--- config.mk ---
export PLATFORM = sky130hd
export DESIGN_NAME = seqdet_ctrl
export DESIGN_NICKNAME = d
export VERILOG_FILES = /design/src/rtl/seqdet_ctrl.sv
export SDC_FILE = /design/constraint.sdc
export NUM_CORES = 1
export LEC_CHECK = 0
export BUFFER_PORTS_ARGS = -buffer_cell sky130_fd_sc_hd__buf_2
export CAP_MARGIN = 0
export CORE_UTILIZATION = 40
export DETAILED_ROUTE_END_ITERATION = 8
export HOLD_SLACK_MARGIN = 0.03
export SLEW_MARGIN = 0
export SYNTH_ARGS = -nofsm -noshare
export SYNTH_HDL_FRONTEND = slang
export SYNTH_SLANG_ARGS = --single-unit
--- constraint.sdc ---
create_clock -name clk -period 7.2 [get_ports clk]
set_input_delay 0.72 -clock clk [delete_from_list [all_inputs] [get_ports clk]]
set_output_delay 0.72 -clock clk [all_outputs]
set_load 0.1 [all_outputs]
--- src/rtl/seqdet_ctrl.sv ---
// Session controller for the serial sequence detector: programmable pattern,
// overlap mode, bounded sessions by bit window and/or match limit.
//
// state | meaning
// IDLE  | waiting for start, config writable
// ARM   | one cycle, clears history, fill and counters
// RUN   | consuming valid bits, detecting matches
// DONE  | session ended by window or match limit, config writable
module seqdet_ctrl #(
    parameter int PAT_LEN = 7,
    parameter int CNT_W   = 8,
    parameter int WIN_W   = 16
) (
    input  logic               clk,
    input  logic               rst,
    input  logic               cfg_we,
    input  logic [PAT_LEN-1:0] cfg_pattern,
    input  logic               cfg_overlap,
    input  logic [WIN_W-1:0]   cfg_win,
    input  logic [CNT_W-1:0]   cfg_max,
    input  logic               start,
    input  logic               abort,
    input  logic               ip,
    input  logic               ip_valid,
    output logic               op,
    output logic               busy,
    output logic               done,
    output logic [CNT_W-1:0]   match_cnt,
    output logic [WIN_W-1:0]   bit_cnt,
    output logic               err
);

    typedef enum logic [1:0] {S_IDLE, S_ARM, S_RUN, S_DONE} state_t;

    localparam int          FILL_W  = $clog2(PAT_LEN + 1);
    localparam logic [31:0] PAT_RST = 32'h0000_0053;

    state_t state, state_nxt;

    logic [PAT_LEN-1:0] pattern;
    logic               overlap;
    logic [WIN_W-1:0]   win;
    logic [CNT_W-1:0]   max_cnt;

    logic [PAT_LEN-2:0] hist;
    logic [FILL_W-1:0]  fill;

    logic [PAT_LEN-1:0] window;
    logic [FILL_W-1:0]  fill_inc;
    logic [CNT_W-1:0]   match_nxt;
    logic [WIN_W-1:0]   bit_nxt;
    logic               take, full, hit, at_win, at_max, finish, cfg_ok;

    // Newest bit sits at the LSB, so the window lines up with the pattern MSB-first.
    assign window    = {hist, ip};
    assign take      = (state == S_RUN) && ip_valid && !abort;
    assign full      = fill >= FILL_W'(PAT_LEN - 1);
    assign hit       = take && full && (window == pattern);
    assign bit_nxt   = bit_cnt + 1'b1;
    assign match_nxt = (hit && !(&match_cnt)) ? match_cnt + 1'b1 : match_cnt;
    assign at_win    = (win != '0) && (bit_nxt == win);
    assign at_max    = hit && (max_cnt != '0) && (match_nxt == max_cnt);
    assign finish    = take && (at_win || at_max);
    assign fill_inc  = full ? FILL_W'(PAT_LEN) : fill + 1'b1;
    assign cfg_ok    = (state == S_IDLE) || (state == S_DONE);

    always_ff @(posedge clk) begin
        if (!rst) begin
            state <= S_IDLE;
        end else begin
            state <= state_nxt;
        end
    end

    always_comb begin
        state_nxt = state;
        unique case (state)
            S_IDLE:  if (start) state_nxt = S_ARM;
            S_ARM:   state_nxt = abort ? S_IDLE : S_RUN;
            S_RUN: begin
                if (abort)       state_nxt = S_IDLE;
                else if (finish) state_nxt = S_DONE;
            end
            S_DONE:  if (start) state_nxt = S_ARM;
            default: state_nxt = S_IDLE;
        endcase
    end

    always_comb begin
        busy = (state == S_ARM) || (state == S_RUN);
        done = (state == S_DONE);
    end

    always_ff @(posedge clk) begin
        if (!rst) begin
            pattern   <= PAT_RST[PAT_LEN-1:0];
            overlap   <= 1'b1;
            win       <= '0;
            max_cnt   <= '0;
            hist      <= '0;
            fill      <= '0;
            match_cnt <= '0;
            bit_cnt   <= '0;
            op        <= 1'b0;
            err       <= 1'b0;
        end else begin
            if (cfg_we && cfg_ok) begin
                pattern <= cfg_pattern;
                overlap <= cfg_overlap;
                win     <= cfg_win;
                max_cnt <= cfg_max;
            end
            if ((cfg_we || start) && busy) begin
                err <= 1'b1;
            end
            op <= hit;
            if ((state == S_ARM) && !abort) begin
                hist      <= '0;
                fill      <= '0;
                match_cnt <= '0;
                bit_cnt   <= '0;
            end else if (take) begin
                hist      <= window[PAT_LEN-2:0];
                bit_cnt   <= bit_nxt;
                match_cnt <= match_nxt;
                // Non-overlapping mode demands PAT_LEN fresh bits after each match.
                fill      <= (hit && !overlap) ? '0 : fill_inc;
            end
        end
    end

endmodule

==> impl_metrics.csv, run 1 <==
group,metric,value,unit
clocking,postCtsSetupRepairBufs,0,
layout,layout.nets,578,
worst_hold_path,worst_hold_startpoint,"hist[5]$_SDFFE_PP0P_",
worst_hold_path,holdPathStages,2,
floorplan,die_w,98.7,um
layout,final_area,4280,um2
floorplan,core-area,8890,um2
power,ir_drop,0.208,mV
timing,slew_headroom,0.302,
routing,drc,0,
routing,wl_per_cell,14.2,um
global_route,overflow,0,
placed_design,dp_slack,3890,ps
global_route,antenna_found_initial,0,
timing,period_share,0.412,
routing,routed-via-count,3435,
job,maxCapViolations,0,
worst_hold_path,hold_end,"hist[5]$_SDFFE_PP0P_",
global_route,grt_max_degree,34,
routing,drt-vias-per-instance,5.33,
synthesis,netlist.top_cell.by_area,"dfxtp_1",
status,status,"complete, no violations",
clocking,ctsHoldBuffers,0,
placed_design,port_buffers,66,
layout,fill_cells,903,
synthesis,yosysSeqAreaShare,0.369,
timing,rsz0062_at_grt,"no",
synthesis,synth.distinct_cells,60,
synthesis,synth_edf_count,0,
synthesis,ys_warn_count,0,
synthesis,synth_seq_cells,69,
timing,tightest_slew,1050,ps
power,p_leak,1.66,nW
clocking,cts-root-buf,"clkbuf_8",
clocking,cts_num_sinks,69,
layout,stdcell_count,645,
timing,holdWs,473,ps
timing,setup_viol,0,
floorplan,die_y,98.7,um
global_route,grt_first_pass_wirelength,15.3,mm
clocking,cts_buffers,9,
floorplan,die-area,9740,um2
timing,clock-skew-final,6.46,ps
layout,postLayoutCoreUtil,0.482,
worst_setup_path,worstReg2RegStart,"state[0]$_SDFFE_PN0P_",
synthesis,synthArstFlopShare,0,
layout,diodes,0,
placed_design,dp.cells,629,
clocking,htree_levels,3,
worst_setup_path,cp_max_fo,16,
clocking,cts_tree,"yes",
worst_setup_path,start_kind,"flip-flop",
clocking,path_clk_slew,80,ps
synthesis,avgSynthCellArea,7.79,um2
synthesis,synth_nets,526,
global_route,grt_pass1_vias,3079,
clocking,postCtsResizedCells,0,
routing,dr.pass1.iters,4,
timing,tns,0,ps
worst_setup_path,arrival,3230,ps
power,finalPower,1.11,mW
timing,period_minus_slack,2970,ps
layout,syn_to_final_growth,14.5,%
worst_setup_path,crit_path_end_kind,"flip-flop",
global_route,grt_usage,0.200,
synthesis,syn-instance-count,480,
routing,postRouteAntennaNets,0,
timing,hold_viol,0,
power,power_density,259,nW/um2
timing,setup_slack,4230,ps
clocking,cts.path.max_buffers,2,
placed_design,hpwlAfterDp,6.89,mm
floorplan,num_rows,34,
timing,finalMaxSlewViolations,0,
routing,drt_iter0_drc,142,
placed_design,place_area,4100,um2
worst_setup_path,crit_type,"reg2reg",
clocking,clk_latency,350,ps
floorplan,initial_core_util,0.420,
routing,routed_wl,9.18,mm
worst_setup_path,cp_data_required_time,7460,ps
floorplan,ios,67,
worst_setup_path,reg2regPathDepth,10,
synthesis,synthTopCellsByArea,"dfxtp_1 (37%), nand2_1 (10%), a21oi_1 (7.2%)",
layout,drive_above_1_share,0.186,
worst_setup_path,reg2reg_setup_slack,4230,ps
worst_setup_path,reg2reg_to,"state[1]$_SDFFE_PN0P_",
placed_design,gp_congestion,0.879,
synthesis,netlist.area_leader.share,0.369,
synthesis,ys.flop_type,"dfxtp_1",
worst_hold_path,hp-class,"reg2reg",
synthesis,synthesis.area,3740,um2
timing,max_freq,337,MHz
## cell usage after synthesis, types with 2 or more instances
cell,instances
nand4_1,7
nand3_1,22
nor4_2,2
and4_1,2
ha_1,7
o21a_1,2
o2111ai_1,2
nand2b_1,8
mux2i_1,6
nand3b_1,3
xor2_1,22
nor3b_1,2
buf_4,3
nor4_1,7
a21oi_1,54
nor3_1,12
mux2_2,2
clkbuf_1,17
or3_1,7
nor2_1,34
buf_2,5
o31ai_1,2
dfxtp_1,69
a31oi_1,2
xnor2_1,23
and3_1,2
o21ai_0,11
nand2_1,103
and2_1,3
inv_1,9
## routing by layer
metal	wire, um	global-route usage	vias to the layer above
met3	444	0.0326	16
met1	4670	0.286	1577
met4	181	0.0861	0
met2	3880	0.295	84
li1	-	-	1758
met5	0	0	-
## how the worst max path moves through the flow
stage,startpoint,end,slack (ps),cells past startpoint
5_1_grt,state[0]$_SDFFE_PN0P_,state[1]$_SDFFE_PN0P_,4000,10
3_5_place_dp,abort,state[1]$_SDFFE_PN0P_,3890,9
3_3_place_gp,abort,state[1]$_SDFFE_PN0P_,4020,9
2_1_floorplan,bit_cnt[0]$_SDFFE_PP0P_,state[1]$_SDFFE_PN0P_,4090,10
6_report,state[0]$_SDFFE_PN0P_,state[1]$_SDFFE_PN0P_,4230,10
4_1_cts,state[0]$_SDFFE_PN0P_,state[1]$_SDFFE_PN0P_,4220,10
## critical path, stage by stage (launching register included)
cell      delay [ps]
dfxtp_1          360
inv_1             70
ha_1             200
nand3b_2         320
nor3_4           340
nand3_2          280
nor2_2           320
mux2i_1          330
o221ai_2         140
o21a_1           250
a221oi_2         280
## power by group
group	switching [mW]	internal (mW)
Sequential	0.0506	0.429
Clock	0.155	0.144
Combinational	0.219	0.112
## logic make-up (layout without fill, tap and decap cells)
kind of cell	Yosys count	count (layout)	share of synthesized area
simple gates	225	225	0.293
flops	69	69	0.369
compound gates	88	88	0.140
buf+inv	37	94	0.0442
fa+ha+maj	8	8	0.0261
mux	8	8	0.0221
xor+xnor	45	45	0.105
## registers in the layout, summed over array words and instances (netlist names), 2 cells and up
signal	flops
bit_cnt	16
fill	3
hist	6
match_cnt	8
max_cnt	8
pattern	7
state	2
win	16
## layout make-up
cell class / instances / area, um2 / share of cell area
Sequential cell: 69 / 1380 / 0.323
Multi-Input combinational cell: 374 / 2200 / 0.513
Clock buffer: 11 / 151 / 0.0354
Tap cell: 108 / 135 / 0.0316
Inverter: 10 / 37.5 / 0.00877
Timing Repair Buffer: 68 / 345 / 0.0807
Clock inverter: 5 / 35.0 / 0.00818
## cell usage in the layout, fill, tap and decap left out, types with 2 or more instances in the layout
cell type	instances
or3_1	7
nand2_1	103
nand3_1	22
a31oi_1	2
mux2_2	2
o2111ai_1	2
and2_1	3
xor2_1	22
o21ai_0	11
dfxtp_1	69
nor2_1	34
and3_1	2
ha_1	7
clkbuf_8	11
xnor2_1	23
clkinv_4	2
nor3b_1	2
mux2i_1	6
nand2b_1	8
buf_2	66
and4_1	2
o31ai_1	2
a21oi_1	54
o21a_1	2
clkinv_2	2
nand4_1	7
inv_1	9
nor3_1	12
nor4_2	2
nor4_1	7
nand3b_1	3
buf_4	2
Note: power is estimated with default switching activity, not from simulation.
==> run 2, diff against run 1 <==
==> constraint.sdc (replaced) <==
create_clock -name clk -period 2.66 [get_ports clk]
set_input_delay 0.266 -clock clk [delete_from_list [all_inputs] [get_ports clk]]
set_output_delay 0.266 -clock clk [all_outputs]
set_load 0.1 [all_outputs]
==> run 2 against run 1 <==
Compared with the run above: sequential cell count is the same; first-iteration DRC count shrank 9.2%; clock-buffer cell count shrank 1; worst hold slack lost 350 ps; via count grew 0.93%; clock power grew to 3.0 times the previous value; largest power group unchanged; setup slack lost 4000 ps; sequential power grew to 2.7 times the previous value; non-clock buffer count grew 11; routed wire length grew 4.2%; highest routed layer unchanged.
==> impl_metrics.csv, run 2 (synthesis results as in run 1) <==
group,metric,value,unit
status,status,"complete, no violations",
worst_setup_path,worstReg2RegStart,"state[1]$_SDFFE_PN0P_",
clocking,postCtsSetupRepairBufs,0,
clocking,htree_levels,3,
timing,hold_viol,0,
global_route,grt_max_degree,30,
timing,period_share,0.919,
timing,setup_viol,0,
global_route,antenna_found_initial,0,
global_route,grt_first_pass_wirelength,15.8,mm
worst_hold_path,worst_hold_startpoint,"cfg_overlap",
worst_setup_path,crit_path_start,"state[1]$_SDFFE_PN0P_",
routing,dr.pass1.iters,5,
worst_hold_path,hp-class,"in2reg",
timing,slew_headroom,0.636,
floorplan,die_w,98.7,um
timing,holdWs,118,ps
floorplan,die-area,9740,um2
worst_setup_path,arrival,2710,ps
worst_setup_path,crit_path_end_kind,"flip-flop",
timing,period_minus_slack,2440,ps
routing,drc,0,
power,ir_drop,0.437,mV
global_route,grt_pass1_vias,3262,
power,power_density,710,nW/um2
routing,drt_iter0_drc,129,
floorplan,die_y,98.7,um
timing,max_freq,409,MHz
floorplan,ios,67,
timing,clock-skew-final,7.38,ps
layout,final_cell_mix,"nand2_1 (103), buf_2 (66), a21oi_1 (54), dfxtp_1 (52), nor2_1 (34)",
floorplan,num_rows,34,
layout,syn_to_final_growth,19.3,%
timing,setup_slack,216,ps
placed_design,port_buffers,66,
clocking,cts_tree,"yes",
layout,stdcell_count,656,
clocking,cts_buffers,9,
layout,final_common_cell,"nand2_1",
power,p_leak,1.74,nW
floorplan,initial_core_util,0.420,
layout,fill_cells,887,
routing,routed-via-count,3467,
global_route,overflow,0,
worst_setup_path,slowest_delay,390,ps
worst_setup_path,cpMaxStageDelayCell,"nor4_4",
routing,routed_wl,9.56,mm
clocking,path_clk_slew,80,ps
layout,drive_above_1_share,0.239,
timing,tns,0,ps
worst_setup_path,crit_chain,"ha_1 -> nand3b_2 -> nor3_4 -> nand3_4 -> nor4_4 -> xnor2_1 -> o2111ai_1 -> o21a_1 -> a221oi_2",
placed_design,gp_congestion,0.864,
routing,drt-vias-per-instance,5.29,
clocking,cts-root-buf,"clkbuf_8",
worst_setup_path,cp_max_fo,9,
routing,wl_per_cell,14.6,um
job,maxCapViolations,0,
worst_setup_path,start_kind,"flip-flop",
placed_design,dp_slack,49.9,ps
clocking,clk_latency,350,ps
worst_setup_path,cp_data_required_time,2930,ps
layout,top_regs,"bit_cnt: 16 flops, win: 16 flops",
clocking,cts.path.max_buffers,2,
timing,finalMaxSlewViolations,0,
placed_design,dp.cells,640,
floorplan,core-area,8890,um2
worst_setup_path,crit_type,"reg2reg",
global_route,grt_usage,0.207,
layout,layout.nets,589,
timing,rsz0062_at_grt,"no",
routing,postRouteAntennaNets,0,
placed_design,hpwlAfterDp,7.19,mm
timing,tightest_slew,546,ps
clocking,cts_num_sinks,69,
layout,diodes,0,
-- run 2: power by group --
part           switching (mW)  internal (mW)
clock network           0.442          0.466
logic                   0.620          0.344
registers               0.135           1.16
total                    1.20           1.97
-- run 2: final cells by class --
class | instances | area (um2) | share of cell area
multi-input combinational | 374 | 2230 | 0.501
sequential | 69 | 1410 | 0.316
timing repair buffer | 79 | 440 | 0.0988
clock buffer | 10 | 138 | 0.0309
tap | 108 | 135 | 0.0303
clock inverter | 6 | 68.8 | 0.0154
inverter | 10 | 37.5 | 0.00842
-- run 2: worst paths after layout --
path                                                end  slack (ps)  depth (start not counted)
worst max-delay path              state[1]$_SDFFE_PN0P_         220                          9
worst min-delay path               overlap$_SDFFE_PN1P_         120                          3
worst max register to register    state[1]$_SDFFE_PN0P_         220                          9
worst min register to register  pattern[5]$_SDFFE_PN0P_         470                          2
-- run 2: stage by stage --
step / area (um2) / util / total power [mW]
2_1_floorplan: 3760 / - / 2.00
3_3_place_gp: 4220 / 0.474 / 2.27
3_5_place_dp: 4220 / 0.474 / 2.28
4_1_cts: 4420 / 0.497 / 3.18
5_1_grt: 4460 / 0.502 / 3.35
6_report: 4460 / 0.502 / 3.17
-- run 2: what timing repair did --
| action | CTS | global route |
|---|---|---|
| endpoints found under the setup margin | 0 | 2 |
| resized for setup | 0 | 8 |
| hold buffers | 0 | 0 |
-- run 2: routing by layer --
layer  GRT usage  vias to the layer above  wire length [um]
li1            -                     1779                 -
met1       0.281                     1596              4750
met2       0.328                       78              4300
met3      0.0340                       14               352
met4      0.0815                        0               161
met5           0                        -                 0
-- run 2: critical path: cells and delay by family, from the launching register on --
family | cells | cell delay [ps]
AND/OR/NAND/NOR | 4 | 1010
AO/OA/AOI/OAI | 3 | 590
flip-flops | 1 | 370
adder cells (fa/ha/maj) | 1 | 230
XOR/XNOR | 1 | 160
